## config.mk

```make
export PLATFORM = sky130hd
export DESIGN_NAME = sar_search
export DESIGN_NICKNAME = d
export VERILOG_FILES = /design/src/rtl/sar_pkg.sv /design/src/rtl/sar_search.sv
export SDC_FILE = /design/constraint.sdc
export NUM_CORES = 1
export LEC_CHECK = 0
export BUFFER_PORTS_ARGS = -buffer_cell sky130_fd_sc_hd__clkbuf_2
export CAP_MARGIN = 30
export CORE_MARGIN = 5
export CORE_UTILIZATION = 36
export CTS_CLUSTER_SIZE = 24
export DETAILED_ROUTE_END_ITERATION = 10
export HOLD_SLACK_MARGIN = 0.12
export PLACE_DENSITY_LB_ADDON = 0.12
export SLEW_MARGIN = 20
export SYNTH_ARGS = -nofsm -noshare
export SYNTH_HDL_FRONTEND = slang
export SYNTH_SLANG_ARGS = --single-unit
```

## constraint.sdc

```tcl
create_clock -name CLK -period 3.7 [get_ports CLK]
set_input_delay 0.74 -clock CLK [delete_from_list [all_inputs] [get_ports CLK]]
set_output_delay 0.74 -clock CLK [all_outputs]
set_load 0.01 [all_outputs]
```

## src/rtl/sar_pkg.sv

```systemverilog
// Shared constants for the successive-approximation search controller:
// FSM state encoding and the default operand width.
package sar_pkg;

  localparam int SAR_W = 4;

  typedef enum logic [1:0] {
    IDLE  = 2'b00,
    TRIAL = 2'b01,
    FIN   = 2'b10
  } sar_state_t;

endpackage

```

## src/rtl/sar_search.sv

```systemverilog
// Successive-approximation controller wrapped around a magnitude comparator.
// Optional macro SAR_EARLY_EXIT_EN: finish as soon as the comparator reports EQ.
module sar_search
  import sar_pkg::*;
#(
  parameter int W = SAR_W
) (
  input  logic         CLK,
  input  logic         RST,
  input  logic         START,
  input  logic         LG,
  input  logic         EQ,
  input  logic         RG,
  output logic [W-1:0] Y,
  output logic         BUSY,
  output logic         DONE,
  output logic [W-1:0] RESULT,
  output logic         ERR,
  output logic [1:0]   dbg_state
);

  localparam int KW = (W > 1) ? $clog2(W) : 1;

  // START is a level request with no ready: it is sampled only while IDLE,
  // and any START seen in TRIAL or FIN is dropped rather than queued.

  sar_state_t    state;
  logic [W-1:0]  acc;
  logic [KW-1:0] k;
  logic [W-1:0]  trial;
  logic [W-1:0]  acc_upd;
  logic          flags_ok;

  always_comb begin
    trial    = acc | (W'(1) << k);
    acc_upd  = RG ? acc : trial;
    flags_ok = 1'b0;
    case ({LG, EQ, RG})
      3'b100, 3'b010, 3'b001: flags_ok = 1'b1;
      default:                flags_ok = 1'b0;
    endcase
  end

  // Outputs decode registered state only; the flags never reach them directly.
  assign Y         = (state == TRIAL) ? trial : '0;
  assign BUSY      = (state == TRIAL);
  assign DONE      = (state == FIN);
  assign dbg_state = state;

  always_ff @(posedge CLK or posedge RST) begin
    if (RST) begin
      state  <= IDLE;
      acc    <= '0;
      k      <= KW'(W - 1);
      RESULT <= '0;
      ERR    <= 1'b0;
    end else begin
      case (state)
        IDLE: begin
          if (START) begin
            state <= TRIAL;
            acc   <= '0;
            k     <= KW'(W - 1);
            ERR   <= 1'b0;
          end
        end
        TRIAL: begin
          if (!flags_ok) begin
            ERR   <= 1'b1;
            state <= IDLE;
`ifdef SAR_EARLY_EXIT_EN
          end else if (EQ) begin
            acc    <= trial;
            RESULT <= trial;
            state  <= FIN;
`endif
          end else begin
            acc <= acc_upd;
            if (k == '0) begin
              RESULT <= acc_upd;
              state  <= FIN;
            end else begin
              k <= k - 1'b1;
            end
          end
        end
        FIN: begin
          state <= IDLE;
        end
        default: begin
          state <= IDLE;
        end
      endcase
    end
  end

endmodule
```

==> metrics.yaml <==
nets: 105
gp_congestion: 0.7895
ant_nets: 0
mostFrequentLayoutCells: "clkbuf_2, dfrtp_1, nor2_1, inv_1"
status: "finished, final reports clean"
dr.pass1.iters: 4
tns_ns: 0
fin_area_um2: 882.1
synth_area_um2: 742.0
holdBufCountCts: 0
seq_area_frac_synth: 0.4418
drive_gt1_frac: 0.2872
finalCritPeriodShare: 0.6054
hold_path_class: "in2async"
final_hold_viol_count: 0
p_switching_uw: 266.0
grt_overflow: 0
syn_area_per_cell_um2: 10.16
finalWirelength_um: 1578
cp_top_family: "flip-flops"
antenna_found_initial: 0
rsz0062_at_grt: "no"
cts_tree: "yes"
power_frac_seq: 0.396
irDropWorstVdd_v: 0.0003076
fmaxAchievable_mhz: 446.4
top_level_ports: 19
die_x_um: 55.40
grt_max_degree: 14
fillers: 212
syn_nets: 83
synthCells: 73
skew_ns: 0.001109
yosysWarnings: 0
area_growth_pct: 18.89
post_cts_resized: 0
required_ns: 2.96
grt_pass1_wl_um: 2677
rows: 16
internal_power_uw: 370.5
synth.distinct_cells: 25
combPwrFrac: 0.459
path_buf_inv: 2
first_iter_violations: 16
final.min_clock_period_ns: 2.240
vias_per_cell: 5.025
grt_pass1_vias: 615
finish.utilization: 0.4496
slew_viol_final: 0
cpPeakStageDelay_ns: 0.58
post_cts_buffers: 0
layout_commonest_cell: "clkbuf_2"
end_kind: "output port"
clockRootBuffer: "clkbuf_4"
initial_utilization: 0.3782
crit_fanout: 7
relSlewSlack: 0.6589
ys_seq_elements: 13
finalWorstSetupSlack_ns: 1.460
critPathArrivalTime_ns: 1.50
place_area_um2: 854.6
placement.io_buffers: 18
cp-start-kind: "flop"
numClockSinks: 13
holdWs_ns: 0.4550
core_area_um2: 1962
vias: 608
place_ws_ns: 1.756
crit_type: "reg2out"
clk_pin_slew_ns: 0.09
power.leakage_uw: 0.0004348
multi_input_area_um2: 365.4
wire_per_inst_um: 13.04
drv_cap: 0
die_area_um2: 3069
switching_share: 0.4179
path_common_cell: "nor2_1"
p_clk_frac: 0.145
htree_num_levels: 1
worst_pin_slew_ns: 0.5110
clockBufferDepth: 2
hpwl_um: 1203
critical-path-slowest-cell: "dfstp_2"
final-setup-viol-count: 0
antenna_cells: 0
grt_use_total: 0.1081
clk_latency_ns: 0.28
die_h_um: 55.40
ff_latch_area_um2: 327.8
power.density_nw_per_um2: 721.5
cp_cell_sequence: "inv_1 > ha_1 > nor2_1 > nor2_1 > clkbuf_2"
drcViolationCount: 0
cts_inserted_buffers: 3
==> per-layer routing <==
metal / GRT usage / part of all wire
met1: 0.1304 / 0.46
met2: 0.1774 / 0.47
met3: 0.03497 / 0.055
met4: 0.04167 / 0.0095
met5: 0 / 0
==> power groups by stage <==
stage	sequential (uW)	combinational, uW	clock [uW]
after floorplan	263	181	0
after global placement	253	300	0
after detailed placement	256	295	0
after CTS	253	298	93.9
after global routing	261	329	101
final	252	292	92.2
==> flip-flops by register name, summed over array words and instances, names as in the netlist <==
signal     flops
acc            4
dbg_state      2
ERR            1
k              2
RESULT         4
==> through the flow <==
stage                     power, uW  instances
after floorplan               444.0         73
after global placement        552.2        117
after detailed placement      551.4        117
after CTS                     644.9        121
after global routing          691.2        121
final                         636.4        121
==> area by class of cell <==
cell class / count / area share
multi-input cells: 49 / 0.4142
flip-flops and latches: 13 / 0.3716
repair buffers: 18 / 0.1021
inverters: 10 / 0.04255
well taps: 27 / 0.03830
clock buffers: 3 / 0.02553
clock inverters: 1 / 0.005674
==> cell usage after synthesis (all sizes together) <==
cell type	number	share of area
o2111a	1	0.015
nor3b	1	0.010
xor2	1	0.012
nand2	1	0.0051
o21ai	2	0.013
nand4bb	2	0.030
a22o	5	0.059
ha	4	0.067
nand2b	3	0.029
a211oi	4	0.040
a21o	1	0.010
buf	1	0.015
nor3	1	0.013
xnor2	1	0.012
mux2i	4	0.054
nor2	9	0.046
a2111oi	2	0.024
o21a	1	0.010
dfrtp	11	0.37
dfstp	2	0.071
nor2b	1	0.0084
a21oi	5	0.034
inv	10	0.051
==> path summary, 6_finish.rpt <==
check	start	end	slack, ns	cells after the start
setup / recovery	k[0]$_DFFE_PP1P_	Y[0]	1.46	5
hold / removal	RST	RESULT[0]$_DFFE_PP0P_	0.46	2
setup reg to reg	k[0]$_DFFE_PP1P_	k[0]$_DFFE_PP1P_	2.06	5
hold reg to reg	RESULT[2]$_DFFE_PP0P_	RESULT[2]$_DFFE_PP0P_	0.52	2
max in group asynchronous	RST	k[1]$_DFFE_PP1P_	2.89	2
min in group CLK	RESULT[2]$_DFFE_PP0P_	RESULT[2]$_DFFE_PP0P_	0.52	2
==> cell families after synthesis <==
| group | count (synthesis) | share of synthesized area |
|---|---|---|
| fa+ha+maj | 4 | 0.06746 |
| flops | 13 | 0.4418 |
| buf+inv | 11 | 0.06576 |
| compound gates | 21 | 0.2057 |
| simple gates | 18 | 0.1417 |
| xor+xnor | 2 | 0.02361 |
| mux | 4 | 0.05397 |
(Power assumes the default switching activity.)
